## src/rtl/video_rect_pkg.sv

```systemverilog
// Shared definitions for the rectangle capture/readout paths: coordinate width,
// FSM state encoding and the latched window record.
package video_rect_pkg;

  localparam int unsigned COORD_W = 12;

  typedef logic [COORD_W-1:0] coord_t;

  typedef enum logic [1:0] {
    StIdle    = 2'd0,
    StReq     = 2'd1,
    StCapture = 2'd2,
    StSkip    = 2'd3
  } wr_state_e;

  typedef struct packed {
    coord_t left;
    coord_t top;
    coord_t width;
    coord_t height;
  } rect_t;

  // Exclusive end coordinate, one bit wider so windows past the frame never wrap.
  function automatic logic [COORD_W:0] coord_end(coord_t base, coord_t size);
    return {1'b0, base} + {1'b0, size};
  endfunction

endpackage

```

## src/rtl/video_rect_write_data_if.sv

```systemverilog
// Frame-buffer write port: start-of-frame request/ack, pixel strobe and status pulses.
interface video_rect_write_data_if #(
  parameter int unsigned DATA_WIDTH = 16
);
  logic                  write_req;
  logic                  write_req_ack;
  logic                  write_en;
  logic [DATA_WIDTH-1:0] write_data;
  logic                  frame_done;
  logic                  frame_skip;

  modport master (
    output write_req,
    input  write_req_ack,
    output write_en,
    output write_data,
    output frame_done,
    output frame_skip
  );

  modport slave (
    input  write_req,
    output write_req_ack,
    input  write_en,
    input  write_data,
    input  frame_done,
    input  frame_skip
  );
endinterface

```

## src/rtl/video_xy_counter.sv

```systemverilog
// DE-driven pixel/line counters plus vertical-sync falling-edge detect.
module video_xy_counter
  import video_rect_pkg::*;
(
  input  logic   video_clk,
  input  logic   rst,
  input  logic   vin_vs,
  input  logic   vin_de,
  output coord_t x,
  output coord_t y,
  output logic   frame_start
);

  logic   vs_q;
  logic   de_q;
  coord_t x_q;
  coord_t y_q;

  assign frame_start = vs_q & ~vin_vs;

  always_ff @(posedge video_clk or posedge rst) begin
    if (rst) begin
      vs_q <= 1'b0;
      de_q <= 1'b0;
      x_q  <= '0;
      y_q  <= '0;
    end else begin
      vs_q <= vin_vs;
      de_q <= vin_de;
      x_q  <= vin_de ? x_q + coord_t'(1) : '0;
      // Boundary clear wins over a coincident DE falling edge.
      if (frame_start) begin
        y_q <= '0;
      end else if (de_q && !vin_de) begin
        y_q <= y_q + coord_t'(1);
      end
    end
  end

  assign x = x_q;
  assign y = y_q;

endmodule

```

## src/rtl/video_rect_write_data.sv

```systemverilog
// Captures a boundary-latched window of the input stream and streams its pixels,
// raster order, into the frame-buffer write port after a per-frame request/ack.
module video_rect_write_data
  import video_rect_pkg::*;
#(
  parameter int unsigned DATA_WIDTH = 16
) (
  input  logic                  video_clk,
  input  logic                  rst,
  input  coord_t                video_left_offset,
  input  coord_t                video_top_offset,
  input  coord_t                video_width,
  input  coord_t                video_height,
  input  logic                  vin_hs,
  input  logic                  vin_vs,
  input  logic                  vin_de,
  input  logic [DATA_WIDTH-1:0] vin_data,
  video_rect_write_data_if.master wr
);

  coord_t x;
  coord_t y;
  logic   frame_start;

  video_xy_counter u_xy_counter (
    .video_clk   (video_clk),
    .rst         (rst),
    .vin_vs      (vin_vs),
    .vin_de      (vin_de),
    .x           (x),
    .y           (y),
    .frame_start (frame_start)
  );

  logic unused_hs;
  assign unused_hs = vin_hs;

  rect_t win_q;

  always_ff @(posedge video_clk or posedge rst) begin
    if (rst) begin
      win_q <= '0;
    end else if (frame_start) begin
      win_q <= '{left: video_left_offset, top: video_top_offset,
                 width: video_width, height: video_height};
    end
  end

  logic [COORD_W:0] x_end;
  logic [COORD_W:0] y_end;
  logic             hit;
  logic             last;
  logic             win_empty;

  assign x_end     = coord_end(win_q.left, win_q.width);
  assign y_end     = coord_end(win_q.top, win_q.height);
  assign hit       = vin_de && (x >= win_q.left) && ({1'b0, x} < x_end) &&
                     (y >= win_q.top) && ({1'b0, y} < y_end);
  assign last      = ({1'b0, x} == x_end - 13'd1) && ({1'b0, y} == y_end - 13'd1);
  assign win_empty = (video_width == '0) || (video_height == '0);

  wr_state_e             state_q, state_d;
  logic                  write_req_q, write_req_d;
  logic                  write_en_q, write_en_d;
  logic [DATA_WIDTH-1:0] write_data_q, write_data_d;
  logic                  frame_done_q, frame_done_d;
  logic                  frame_skip_q, frame_skip_d;

  always_ff @(posedge video_clk or posedge rst) begin
    if (rst) begin
      state_q      <= StIdle;
      write_req_q  <= 1'b0;
      write_en_q   <= 1'b0;
      write_data_q <= '0;
      frame_done_q <= 1'b0;
      frame_skip_q <= 1'b0;
    end else begin
      state_q      <= state_d;
      write_req_q  <= write_req_d;
      write_en_q   <= write_en_d;
      write_data_q <= write_data_d;
      frame_done_q <= frame_done_d;
      frame_skip_q <= frame_skip_d;
    end
  end

  always_comb begin
    state_d = state_q;
    if (frame_start) begin
      state_d = win_empty ? StIdle : StReq;
    end else begin
      unique case (state_q)
        StIdle:    state_d = StIdle;
        // A one-pixel window can complete on the very edge that accepts the ack.
        StReq: begin
          if (wr.write_req_ack) begin
            state_d = (hit && last) ? StIdle : StCapture;
          end else if (hit) begin
            state_d = StSkip;
          end
        end
        StCapture: if (hit && last) state_d = StIdle;
        StSkip:    state_d = StSkip;
      endcase
    end
  end

  logic capture_ok;
  assign capture_ok = (state_q == StCapture) || ((state_q == StReq) && wr.write_req_ack);

  always_comb begin
    write_req_d  = 1'b0;
    write_en_d   = 1'b0;
    write_data_d = write_data_q;
    frame_done_d = 1'b0;
    frame_skip_d = 1'b0;
    if (frame_start) begin
      write_req_d = !win_empty;
    end else begin
      if (capture_ok && hit) begin
        write_en_d   = 1'b1;
        write_data_d = vin_data;
        frame_done_d = last;
      end
      if ((state_q == StReq) && !wr.write_req_ack) begin
        if (hit) frame_skip_d = 1'b1;
        else     write_req_d  = 1'b1;
      end
    end
  end

  assign wr.write_req  = write_req_q;
  assign wr.write_en   = write_en_q;
  assign wr.write_data = write_data_q;
  assign wr.frame_done = frame_done_q;
  assign wr.frame_skip = frame_skip_q;

endmodule

```

## src/flat_wrapper.sv

```systemverilog
// flat-port wrapper written by rule: the top's interface ports become plain ports
module video_rect_write_data_flat import video_rect_pkg::*;
#(
  parameter int unsigned DATA_WIDTH = 16
)
  (video_clk, rst, video_left_offset, video_top_offset, video_width, video_height, vin_hs, vin_vs, vin_de, vin_data, wr_write_req, wr_write_req_ack, wr_write_en, wr_write_data, wr_frame_done, wr_frame_skip);
  video_rect_write_data_if #(.DATA_WIDTH(DATA_WIDTH)) wr_i ();
  input  logic video_clk;
  input  logic rst;
  input  coord_t video_left_offset;
  input  coord_t video_top_offset;
  input  coord_t video_width;
  input  coord_t video_height;
  input  logic vin_hs;
  input  logic vin_vs;
  input  logic vin_de;
  input  logic [DATA_WIDTH-1:0] vin_data;
  output wire logic [$bits(wr_i.write_req)-1:0] wr_write_req;
  input wire logic [$bits(wr_i.write_req_ack)-1:0] wr_write_req_ack;
  output wire logic [$bits(wr_i.write_en)-1:0] wr_write_en;
  output wire logic [$bits(wr_i.write_data)-1:0] wr_write_data;
  output wire logic [$bits(wr_i.frame_done)-1:0] wr_frame_done;
  output wire logic [$bits(wr_i.frame_skip)-1:0] wr_frame_skip;
  assign wr_write_req = wr_i.write_req;
  assign wr_i.write_req_ack = wr_write_req_ack;
  assign wr_write_en = wr_i.write_en;
  assign wr_write_data = wr_i.write_data;
  assign wr_frame_done = wr_i.frame_done;
  assign wr_frame_skip = wr_i.frame_skip;
  video_rect_write_data #(.DATA_WIDTH(DATA_WIDTH)) u_core (.video_clk(video_clk), .rst(rst), .video_left_offset(video_left_offset), .video_top_offset(video_top_offset), .video_width(video_width), .video_height(video_height), .vin_hs(vin_hs), .vin_vs(vin_vs), .vin_de(vin_de), .vin_data(vin_data), .wr(wr_i));
endmodule
```

## config.mk

```make
export PLATFORM = sky130hd
export DESIGN_NAME = video_rect_write_data_flat
export DESIGN_NICKNAME = d
export VERILOG_FILES = /design/src/rtl/video_rect_pkg.sv /design/src/rtl/video_rect_write_data_if.sv /design/src/rtl/video_xy_counter.sv /design/src/rtl/video_rect_write_data.sv /design/src/flat_wrapper.sv
export SDC_FILE = /design/constraint.sdc
export NUM_CORES = 1
export LEC_CHECK = 0
export BUFFER_PORTS_ARGS = -buffer_cell sky130_fd_sc_hd__clkbuf_2
export CORE_MARGIN = 1.5
export CORE_UTILIZATION = 45
export CTS_CLUSTER_DIAMETER = 50
export DETAILED_ROUTE_END_ITERATION = 7
export GPL_TIMING_DRIVEN = 0
export SYNTH_ARGS = -nofsm -noshare
export SYNTH_HDL_FRONTEND = slang
export SYNTH_SLANG_ARGS = --single-unit
```

## constraint.sdc

```tcl
create_clock -name video_clk -period 5.3 [get_ports video_clk]
set_clock_uncertainty 0.05 [all_clocks]
set_input_delay 0.53 -clock video_clk [delete_from_list [all_inputs] [get_ports video_clk]]
set_output_delay 0.53 -clock video_clk [all_outputs]
set_load 0.01 [all_outputs]
```

# Yosys cells after proc, flatten, opt, wreduce, memory -nomap -nowiden
# Cells that the tools add are included.
[totals] latch_bits=0 romBits=0 in_bits=70 reg_bits=96 mem_bits_rw=0 n_memories=0
[op_classes] n_lt_le_gt_ge=4 n_reduce_logical=21 addsub=6 mul=0 muxes=20 n_shift=0 eq_ne=7 n_div=0 bitwise_logic=3
[op_table] operator="2-to-1 mux 12 bit" n=3
[op_table] operator="adder 12 x 12 -> 13 bit" n=2
[op_table] operator="equality test 12 x 13 -> 1 bit" n=2
[op_table] operator="less-than comparator 12 x 13 -> 1 bit" n=2
[op_table] operator="subtractor 13 x 1 -> 13 bit, second input constant" n=2
[op_table] operator="adder 12 x 1 -> 12 bit, second input constant" n=2
[op_table] operator="greater-or-equal comparator 12 bit" n=2
[op_table] operator="zero test 12 bit" n=2
[op_table] operator="2-to-1 mux 1 bit" n=11
[op_table] operator="logical AND 1 bit" n=10
[op_table] operator="2-to-1 mux 2 bit" n=5
[op_table] operator="one-hot mux 2 bit (4 select lines)" n=1
[op_table] operator="equality test 2 bit, second input constant" n=2
[op_table] operator="inequality test 4 x 2 -> 1 bit, second input constant" n=1
[op_table] operator="AND reduction 2 bit" n=2
[op_table] operator="zero test 1 bit" n=3
[op_table] operator="inequality test 3 x 1 -> 1 bit, second input constant" n=1
[op_table] operator="equality test 2 x 1 -> 1 bit, second input constant" n=1
[op_table] operator="zero test 2 bit" n=1
[op_table] operator="logical OR 1 bit" n=2
[op_table] operator="NOT 1 bit" n=2
[op_table] operator="nonzero test 2 bit" n=1
[op_table] operator="bitwise AND 1 bit" n=1

# Longest topological paths before layout
# Gate-level depths: netlist (run 1).
[depth] depth_word=10 ltp_mapped=22 depth_no_buf=20

# Cells and area by module
# A second synthesis (run 1) with hierarchy kept.
[hier_totals] cells_unflattened=760 hier_area_um2=7289.5
[modules_own_cells] mod="video_rect_write_data" area_per_inst_um2=6065.8 instances=1 cells_per_inst=646 seq_area_each_um2=1751.7
[modules_own_cells] mod="video_xy_counter" area_per_inst_um2=1223.7 instances=1 cells_per_inst=114 seq_area_each_um2=650.6

# Worst setup path before layout (run 1)
# Ideal clock, no wire load.
[synth_path] kind="flip-flop to flip-flop" from="reg u_core.win_q[24] (netlist bit)" to="reg u_core.write_data_q[0], in the netlist u_core.wr.write_data[0]" path_stages_with_launch=23 arrival_time_ps=4213 setup_slack_ps=910 setup_time_ps=127 path_cell_list="dfrtp_1 > ha_1 > inv_1 > fa_1 > nor2b_1 > o2111ai_2 > and4_1 > nor2_1 > inv_1 > ha_1 > a21o_1 > a21o_1 > a21o_1 > a21oi_1 > o211ai_1 > maj3_1 > a21oi_1 > o21ai_0 > nor3_2 > and3_1 > buf_4 > buf_6 > mux2_1"
[synth_via] elab_chain_cells=5 word_cells_on_any_way=7 cone_classes="add/sub (1); order compare (2); reduce/logical (4)"
[synth_rtl] item="start: declaration" line="video_rect_write_data.sv:38" rtl="rect_t win_q;"
[synth_rtl] item="start signal: assignment" line="video_rect_write_data.sv:44" rtl="win_q <= '{left: video_left_offset, top: video_top_offset,"
[synth_rtl] item="adder 12 x 12 -> 13 bit or greater-or-equal comparator 12 bit (tied branches)" line="video_rect_pkg.sv:25, video_rect_write_data.sv:58"
[synth_rtl] item="less-than comparator 12 x 13 -> 1 bit or logical AND 1 bit (tied branches)" line="video_rect_write_data.sv:58, video_rect_write_data.sv:57"
[synth_rtl] item="logical AND 1 bit *" line="video_rect_write_data.sv:58" rtl="(y >= win_q.top) && ({1'b0, y} < y_end);"
[synth_rtl] item="logical AND 1 bit *" line="video_rect_write_data.sv:120" rtl="if (capture_ok && hit) begin"
[synth_rtl] item="AND reduction 2 bit (no line) *"
[synth_rtl] item="end signal: assignment" line="video_rect_write_data.sv:81" rtl="write_data_q <= write_data_d;"
[synth_rtl] item="end: declaration" line="video_rect_write_data.sv:65" rtl="logic [DATA_WIDTH-1:0] write_data_q, write_data_d;"
# Mark *: on every way between the ends. The rest lies on a longest branch, timed or not.
# A chain may end at the register's enable or synchronous reset.

# Worst setup path after layout (run 1)
[layout_path] from="reg u_core.win_q[24] (netlist bit)" to="reg u_core.write_data_q[3], in the netlist u_core.wr.write_data[3]"
# The elaborated chain is that of the path after synthesis.

==> results of run 1 <==
==> layout make-up <==
class / count / area, sq um
multi-input cells: 610 / 4360
clock buffers: 12 / 267
well taps: 188 / 235
fillers: 1462 / 7110
flip-flops and latches: 96 / 2400
repair buffers: 90 / 475
clock inverters: 4 / 75.1
inverters: 49 / 186
plain buffers: 20 / 86.3
==> worst register-to-register path: stages (launching register included) <==
cell       delay (ns)
dfrtp_1          0.42
ha_1             0.21
inv_1            0.06
fa_1             0.42
nor2b_2          0.17
o2111ai_2        0.18
and4_1           0.27
nor2_2           0.16
inv_1            0.06
ha_1             0.29
a21o_1           0.16
a21o_1           0.16
a21o_1           0.16
a21oi_1          0.16
o211ai_1         0.10
maj3_1           0.35
a21oi_1          0.15
o21ai_0          0.16
nor3_2           0.23
and3_1           0.18
buf_4            0.18
buf_6            0.16
mux2_1           0.33
==> registers in the layout (all words and copies together) (netlist names) <==
signal                    cells
u_core.win_q                 48
u_core.wr.write_data         16
u_core.u_xy_counter.x        12
u_core.u_xy_counter.y        12
u_core.state_q                2
u_core.u_xy_counter.de_q      1
u_core.u_xy_counter.vs_q      1
u_core.wr.frame_done          1
u_core.wr.frame_skip          1
u_core.wr.write_en            1
u_core.wr.write_req           1
==> synthesized netlist by cell type, types with 4 or more instances <==
| master | count | area, sq um |
|---|---|---|
| nand2_1 | 121 | 454 |
| dfrtp_1 | 96 | 2400 |
| ha_1 | 74 | 926 |
| inv_1 | 49 | 184 |
| o21ai_0 | 43 | 215 |
| nor2_1 | 39 | 146 |
| xnor2_1 | 37 | 324 |
| a21oi_1 | 26 | 130 |
| nand3_1 | 26 | 130 |
| xor2_1 | 23 | 201 |
| clkbuf_1 | 15 | 56.3 |
| and3_1 | 13 | 81.3 |
| a21o_1 | 12 | 90.1 |
| and2_1 | 12 | 75.1 |
| nor2b_1 | 12 | 75.1 |
| nand2b_1 | 11 | 68.8 |
| nor3_1 | 11 | 55.1 |
| nor4_1 | 11 | 68.8 |
| o21a_1 | 11 | 82.6 |
| or3_1 | 9 | 56.3 |
| mux2_1 | 8 | 90.1 |
| mux2_2 | 8 | 90.1 |
| a31oi_1 | 7 | 43.8 |
| nand4_1 | 5 | 31.3 |
| a211oi_2 | 4 | 50.1 |
| mux2i_1 | 4 | 40.0 |
| o211ai_1 | 4 | 30.0 |
| o21ai_1 | 4 | 20.0 |
| o31ai_1 | 4 | 30.0 |
| or2_1 | 4 | 25.0 |
| xnor3_1 | 4 | 90.1 |
==> power by group through the flow <==
stage	logic, W	registers (W)	clock network (W)
4_1_cts	0.00101	0.000838	0.000760
5_1_grt	0.00114	0.000843	0.000796
3_3_place_gp	0.000975	0.000850	0
3_5_place_dp	0.00101	0.000852	0
6_report	0.00102	0.000838	0.000744
2_1_floorplan	0.000763	0.000834	0
==> cells by family after synthesis <==
group	synth area share
and+or+nand+nor	0.209
AOI/OAI and AO/OA	0.146
DFF	0.342
adders and majority gates	0.139
buffers and inverters	0.0385
xor gates and xnor gates	0.0945
muxes	0.0313
==> per-stage QoR <==
| stage | std cells | worst slack, ns | hold WS, ns | instance area, sq um | util |
|---|---|---|---|---|---|
| after detailed placement | 1052 | 0.315 | 0.426 | 7730 | 0.509 |
| after floorplan | 775 | 0.910 | 0.402 | 7030 | - |
| after global routing | 1069 | 0.0272 | 0.240 | 8090 | 0.532 |
| after global placement | 1051 | 0.400 | 0.421 | 7700 | 0.507 |
| after CTS | 1068 | 0.264 | 0.205 | 8080 | 0.531 |
| final | 1069 | 0.402 | 0.195 | 8090 | 0.532 |
==> routing by layer <==
| layer | vias up | routed length [um] | GRT usage |
|---|---|---|---|
| met3 | 18 | 590 | 0.0447 |
| met5 | - | 0 | 0 |
| met4 | 0 | 305 | 0.0641 |
| met2 | 90 | 9190 | 0.404 |
| met1 | 2865 | 7920 | 0.281 |
| li1 | 2934 | - | - |
==> worst paths after layout <==
kind	startpoint	endpoint	slack, ns	depth (start not counted)
max	u_core.win_q[24]	u_core.wr.write_data[3]	0.40	22
min	rst	u_core.wr.write_req	0.19	2
max reg2reg	u_core.win_q[24]	u_core.wr.write_data[3]	0.40	22
min reg2reg	u_core.wr.write_data[2]	u_core.wr.write_data[2]	0.44	1
max in group asynchronous	rst	u_core.win_q[18]	4.32	3
min in group video_clk	vin_vs	u_core.u_xy_counter.vs_q	0.27	1
==> what timing repair did <==
item,CTS,global route
hold buffers,0,0
endpoints found under the setup margin,0,8
setup buffers,0,1
resized for setup,0,2
==> run metrics, run 1 <==
status finished clean; DRC viols 0; highest-count cells in the layout ignoring fill and taps nand2_1 (121), dfrtp_1 (96), clkbuf_2 (88), ha_1 (74), inv_1 (48); Sequential Power Share 0.322; Final TNS setup 0 ns; largest net degree at the start of global routing 52; gr ovfl total 0; Final Hold Vio Count 0; GP Congestion 0.860; async set or reset register ratio after synthesis 1.00; Crit path top cell by count a21o_1; Antenna Cells 0; cell leakage power 4.00 nW; # IOs 90; CP Cell Sequence ha_1 -> inv_1 -> fa_1 -> nor2b_2 -> o2111ai_2 -> and4_1 -> nor2_2 -> inv_1 -> ha_1 -> a21o_1 -> a21o_1 -> a21o_1 -> a21oi_1 -> o211ai_1 -> maj3_1 -> a21oi_1 -> o21ai_0 -> nor3_2 -> and3_1 -> buf_4 -> buf_6 -> mux2_1; min Tclk post-route slightly below 5 ns; Internal Power 0.00166 W; first-pass GRT wire length about 29000 um; CTS tree yes; Tcrit/Tclk final 0.924; Crit Path Category reg2reg; Gate Count Post-Synth 775; Worst Path Buf+Inv 4; vias per inst 5.53; crit path launch type register; Detail Route Antenna Nets 0; Core Footprint between 15000 and 20000 sq um; VDD IR-drop max 0.000163 V; Min-Delay Path Class in2async; Clock Tree Root clkbuf_16; register bit count reported by yosys 96; # rows 45; CTS Buf Count 9; Synth-to-Final Area Change 15.1%; worst slew pin tran 0.732 ns; vias in the first global route approximately 5800; critical path's top delay family adder cells; Comb power frac 0.391; relative slew slack 0.499; unrepaired setup endpoints after global routing no; highest-delay cell along the critical path dfrtp_1; top_reg_cell synth dfrtp_1; Avg WL per Cell 16.8 um; total power 0.00260 W; DRT Wirelength around 18000 um; synth warn 0; Switching Fraction 0.363; GRT Total Usage 0.227; clock buffer depth 2; fraction of layout cells with a size suffix above 1 0.157; sequential share of the synthesized area 0.342; router iterations before antenna repair 4; Critical Path Fanout Max 10; Max Slew Vio Count 0; Crit path largest cell delay 0.42 ns; final setup violation count 0; Clock Pin Slew Worst Setup and Hold Paths 0.07 ns; commonest non-fill, non-tap cell in the layout nand2_1; switching pwr 0.000944 W; max_cap viols 0; Clock Power Share 0.286; via count about 5900; Post-synth EDFFs 0; initial core utilization 0.462; DIE AREA about 16000 sq um; Die W 128 um; CP Data Required Time 5.48 ns; syn_area_per_cell 9.07 sq um; drt initial violations between 300 and 400; Die H between 100 and 150 um; Sink Count 96; FMAX between 200 and 250 MHz; Synth cell types 73; nets@finish 1022; Synth Net Count ~920; WP data arrival 5.08 ns; Clock Latency Late Sink roughly 0.36 ns; synthesized area between 7000 and 8000 sq um; power density over the cells roughly 320 nW/um^2; initial antenna violation count 0; Max H-tree Level 3; dpl hpwl 14300 um; CP Capture Type register; PortBufs 88
No activity file was read; power rests on OpenSTA's default activity.
==> run 2: changes to the inputs <==
--- a/config.mk
+++ b/config.mk
@@ -6,7 +6,7 @@
 export NUM_CORES = 1
 export LEC_CHECK = 0
 export BUFFER_PORTS_ARGS = -buffer_cell sky130_fd_sc_hd__clkbuf_2
-export CORE_MARGIN = 1.5
+export CORE_MARGIN = 5
 export CORE_UTILIZATION = 45
 export CTS_CLUSTER_DIAMETER = 50
 export DETAILED_ROUTE_END_ITERATION = 7
==> run 2 against run 1 <==
  * Worst setup slack got worse by 0.078 ns
  * Global-route usage decreased by 2.3 points
  * Combinational power about the same
  * Sequential share of layout area about the same
  * Critical path type unchanged
  * Critical endpoint is now u_core.wr.write_data[15]
==> run metrics, run 2 (synthesis gave the netlist of run 1 again) <==
Sequential Power Share 0.327; CTS tree yes; DIE AREA 18200 sq um; highest-count cells in the layout ignoring fill and taps nand2_1 (121), dfrtp_1 (96), clkbuf_2 (88), ha_1 (74), inv_1 (48); Tcrit/Tclk final 0.939; Switching Fraction 0.369; Die H 135 um; CP Data Required Time around 5.5 ns; crit path launch type register; Final TNS setup 0 ns; FMAX 201 MHz; Internal Power 0.00162 W; Max H-tree Level 3; unrepaired setup endpoints after global routing no; dpl hpwl 14700 um; initial core utilization 0.461; clock buffer depth 2; Min-Delay Path Class in2async; # rows 45; worst slack, placed 0.281 ns; vias in the first global route between 5000 and 6000; crit path from u_core.win_q[24]; DRT Wirelength 18300 um; commonest non-fill, non-tap cell in the layout nand2_1; post-route setup slack 0.324 ns; design area just over 8000 sq um; GP Congestion ~0.9; CTS Buf Count 9; vias per inst ~5.4; final setup violation count 0; largest net degree at the start of global routing 56; DRC viols 0; Avg WL per Cell 16.7 um; cell leakage power 3.99 nW; max_cap viols 0; Comb power frac 0.397; Die W approximately 130 um; worst r2r src u_core.win_q[24]; Clock Latency Late Sink 0.36 ns; CP Capture Type register; power density over the cells roughly 320 nW/um^2; initial antenna violation count 0; min Tclk post-route 4.98 ns; Top reg by flops u_core.win_q; switching pwr 0.000946 W; Min Hold Slack 0.243 ns; Clock Tree Root clkbuf_16; Synth-to-Final Area Change 15.2%; relative slew slack 0.507; drt initial violations 290; worst slew pin tran 0.721 ns; Layout fillers around 1400; # IOs 90; Clock Pin Slew Worst Setup and Hold Paths 0.07 ns; GRT Total Usage 0.205; DP Area about 7800 sq um; Antenna Cells 0; Crit Path Category reg2reg; nets@finish 1022; via count slightly below 6000; Clock Power Share 0.276; Critical Path Fanout Max 10; max FFs per register between 40 and 50; Sink Count 96; VDD IR-drop max between 0.00015 and 0.0002 V; router iterations before antenna repair 6; first-pass GRT wire length 29500 um; Core Footprint 15300 sq um; fraction of layout cells with a size suffix above 1 0.157; PortBufs 88; WP data arrival 5.16 ns; Final Hold Vio Count 0; Max Slew Vio Count 0; status finished clean; Detail Route Antenna Nets 0; gr ovfl total 0
-- run 2: changes by cell type in the layout (fill, tap and decap cells not counted) --
cell and delta:
clkinv_2 +2, clkbuf_8 -3, inv_6 +1, clkinvlp_4 -1, clkinv_4 +1
-- run 2: repair_timing --
action                                  CTS  global route
gates resized for setup                   0             2
hold buffers                              0             0
setup buffers                             0             1
endpoints found under the setup margin    0             8
-- run 2: final timing paths --
check / to / slack (ns) / depth (start not counted)
min in group video_clk: u_core.u_xy_counter.vs_q / 0.26 / 1
max in group asynchronous: u_core.win_q[38] / 4.29 / 3
worst min-delay path: u_core.wr.write_data[0] / 0.24 / 2
worst min register to register: u_core.wr.write_data[6] / 0.44 / 1
worst max-delay path: u_core.wr.write_data[15] / 0.32 / 22
worst max register to register: u_core.wr.write_data[15] / 0.32 / 22
-- run 2: area by class of cell --
cell class	instances	area, sq um	share of cell area
Tap cell	211	264	0.0326
Multi-Input combinational cell	610	4360	0.539
Inverter	49	186	0.0230
Clock buffer	9	225	0.0278
Sequential cell	96	2400	0.297
Timing Repair Buffer	90	475	0.0587
Buffer	20	86.3	0.0107
Clock inverter	7	95.1	0.0117
-- run 2: through the flow --
step | util | power (W) | instances
final | 0.531 | 0.00256 | 1092
after global routing | 0.531 | 0.00272 | 1092
after CTS | 0.530 | 0.00258 | 1091
after detailed placement | 0.509 | 0.00186 | 1075
after global placement | 0.507 | 0.00182 | 1074
after floorplan | - | 0.00160 | 775
-- run 2: per-layer routing --
layer / part of all wire / wire length [um] / track usage
met1: 0.44 / 7990 / 0.248
met2: 0.50 / 9200 / 0.365
met3: 0.027 / 491 / 0.0343
met4: 0.032 / 580 / 0.0767
met5: 0 / 0 / 0
-- run 2: critical path, cell delays in order (launching register included) --
cell       delay (ns)
dfrtp_1          0.43
ha_1             0.22
inv_1            0.06
fa_1             0.42
nor2b_2          0.17
o2111ai_2        0.18
and4_1           0.27
nor2_2           0.15
inv_1            0.08
ha_1             0.30
a21o_1           0.16
a21o_1           0.17
a21o_1           0.16
a21oi_1          0.14
o211ai_1         0.11
maj3_1           0.33
a21oi_1          0.15
o21ai_0          0.17
nor3_2           0.26
and3_1           0.19
buf_4            0.17
buf_6            0.16
mux2_1           0.33
-- run 2: power groups by stage --
| stage | Combinational, W | Clock (W) | Sequential [W] |
|---|---|---|---|
| 6_report | 0.00102 | 0.000708 | 0.000837 |
| 5_1_grt | 0.00113 | 0.000754 | 0.000843 |
| 4_1_cts | 0.00101 | 0.000725 | 0.000838 |
| 3_5_place_dp | 0.00100 | 0 | 0.000852 |
| 3_3_place_gp | 0.000973 | 0 | 0.000850 |
| 2_1_floorplan | 0.000763 | 0 | 0.000834 |
==> run 3: changes to the inputs <==
--- a/config.mk
+++ b/config.mk
@@ -11,6 +11,7 @@
 export CTS_CLUSTER_DIAMETER = 50
 export DETAILED_ROUTE_END_ITERATION = 7
 export GPL_TIMING_DRIVEN = 0
+export PLACE_DENSITY = 0.65
 export SYNTH_ARGS = -nofsm -noshare
 export SYNTH_HDL_FRONTEND = slang
 export SYNTH_SLANG_ARGS = --single-unit
==> run 3 against run 2 <==
  * Clock power about the same
  * Non-clock buffer count did not move
  * Clock-buffer cell count unchanged
  * Total power down 0.17%
  * Utilization is the same
  * First-iteration DRC count increased by 28%
  * Sequential power about the same
  * Critical path depth did not move
  * Highest routed layer unchanged
==> run metrics, run 3 (synthesis gave the netlist of run 1 again) <==
max_cap viols 0; Final Hold Vio Count 0; via count between 5000 and 6000; Clock Pin Slew Worst Setup and Hold Paths 0.07 ns; cell leakage power 3.99 nW; VDD IR-drop max 0.000170 V; CTS Buf Count 9; first-pass GRT wire length 28900 um; Die H 135 um; initial core utilization 0.461; final setup violation count 0; Max Slew Vio Count 0; Critical Path Fanout Max 10; Top reg by flops u_core.win_q; crit path launch type register; Final TNS setup 0 ns; max FFs per register 48; Crit Path Category reg2reg; Detail Route Antenna Nets 0; initial antenna violation count 0; DP Area about 7800 sq um; unrepaired setup endpoints after global routing no; Layout fillers 1459; relative slew slack 0.496; WP data arrival 5.12 ns; fraction of layout cells with a size suffix above 1 0.157; largest net degree at the start of global routing 54; Min-Delay Path Class in2async; status finished clean; # rows 45; Antenna Cells 0; Avg WL per Cell 16.2 um; FMAX 203 MHz; Tcrit/Tclk final 0.931; Sink Count 96; DIE AREA ~18000 sq um; GRT Total Usage 0.199; gr ovfl total 0; power density over the cells 316 nW/um^2; GP Congestion around 0.84; router iterations before antenna repair 4; clock buffer depth 2; Post-CTS Hold Fix Bufs 0; CP Data Required Time 5.49 ns; min Tclk post-route 4.93 ns; vias in the first global route 5768; Core Footprint ~15000 sq um; CTS tree yes; Die W 135 um; Max H-tree Level 3; PortBufs 88; # IOs 90; worst slack, placed 0.307 ns; Clock Latency Late Sink 0.36 ns; commonest non-fill, non-tap cell in the layout nand2_1; total power 0.00256 W; nets@finish 1022; DRT Wirelength 17700 um; Final Util 0.531; worst slew pin tran 0.737 ns; vias per inst 5.28; CP Capture Type register; post-route setup slack 0.367 ns; Clock Tree Root clkbuf_16; highest-count cells in the layout ignoring fill and taps nand2_1 (121), dfrtp_1 (96), clkbuf_2 (88), ha_1 (74), inv_1 (48); design area 8100 sq um; drt initial violations 370; DRC viols 0; Synth-to-Final Area Change 15.2%; dpl hpwl 14100 um
## run 3: where the power goes
| group | internal [W] | switching, W |
|---|---|---|
| clock | 0.000414 | 0.000297 |
| combinational | 0.000413 | 0.000596 |
| sequential | 0.000789 | 0.0000480 |
## run 3: per-stage QoR
step / instances / hold slack, ns
finish: 1092 / 0.177
global route: 1092 / 0.231
CTS: 1091 / 0.201
detailed placement: 1075 / 0.427
global placement: 1074 / 0.418
floorplan: 775 / 0.402
## run 3: layout make-up
| cell class | count | area (sq um) | share of cell area |
|---|---|---|---|
| buffer | 20 | 86.3 | 0.0107 |
| clock inverter | 7 | 95.1 | 0.0117 |
| multi-input combinational | 610 | 4360 | 0.539 |
| tap | 211 | 264 | 0.0326 |
| clock buffer | 9 | 225 | 0.0278 |
| sequential | 96 | 2400 | 0.297 |
| inverter | 49 | 186 | 0.0230 |
| timing repair buffer | 90 | 475 | 0.0587 |
## run 3: critical path: stages (launching register included)
cell and delay [ns]:
dfrtp_1 0.41, ha_1 0.21, inv_1 0.06, fa_1 0.41
nor2b_2 0.17, o2111ai_2 0.18, and4_1 0.26, nor2_2 0.17
inv_1 0.07, ha_1 0.28, a21o_1 0.16, a21o_1 0.17
a21o_1 0.16, a21oi_1 0.14, o211ai_1 0.10, maj3_1 0.34
a21oi_1 0.15, o21ai_0 0.16, nor3_2 0.28, and3_1 0.20
buf_4 0.17, buf_6 0.16, mux2_1 0.33
## run 3: path summary, 6_finish.rpt
check,to,cells past startpoint,slack (ns),startpoint
setup / recovery,u_core.wr.write_data[3],22,0.37,u_core.win_q[24]
hold / removal,u_core.wr.write_data[2],2,0.18,rst
setup reg to reg,u_core.wr.write_data[3],22,0.37,u_core.win_q[24]
hold reg to reg,u_core.wr.write_data[4],1,0.44,u_core.wr.write_data[4]
max in group asynchronous,u_core.win_q[12],3,4.35,rst
min in group video_clk,u_core.u_xy_counter.vs_q,1,0.27,vin_vs
## run 3: metal layers
metal,share of wire,vias to the layer above,global-route usage
met5,0,-,0
li1,-,2943,-
met1,0.46,2725,0.254
met3,0.026,17,0.0324
met2,0.50,77,0.347
met4,0.019,0,0.0582
## run 3: what timing repair did
| item | 4_1_cts | 5_1_grt |
|---|---|---|
| setup buffers | 0 | 1 |
| setup endpoints to repair | 0 | 8 |
| resized for setup | 0 | 2 |
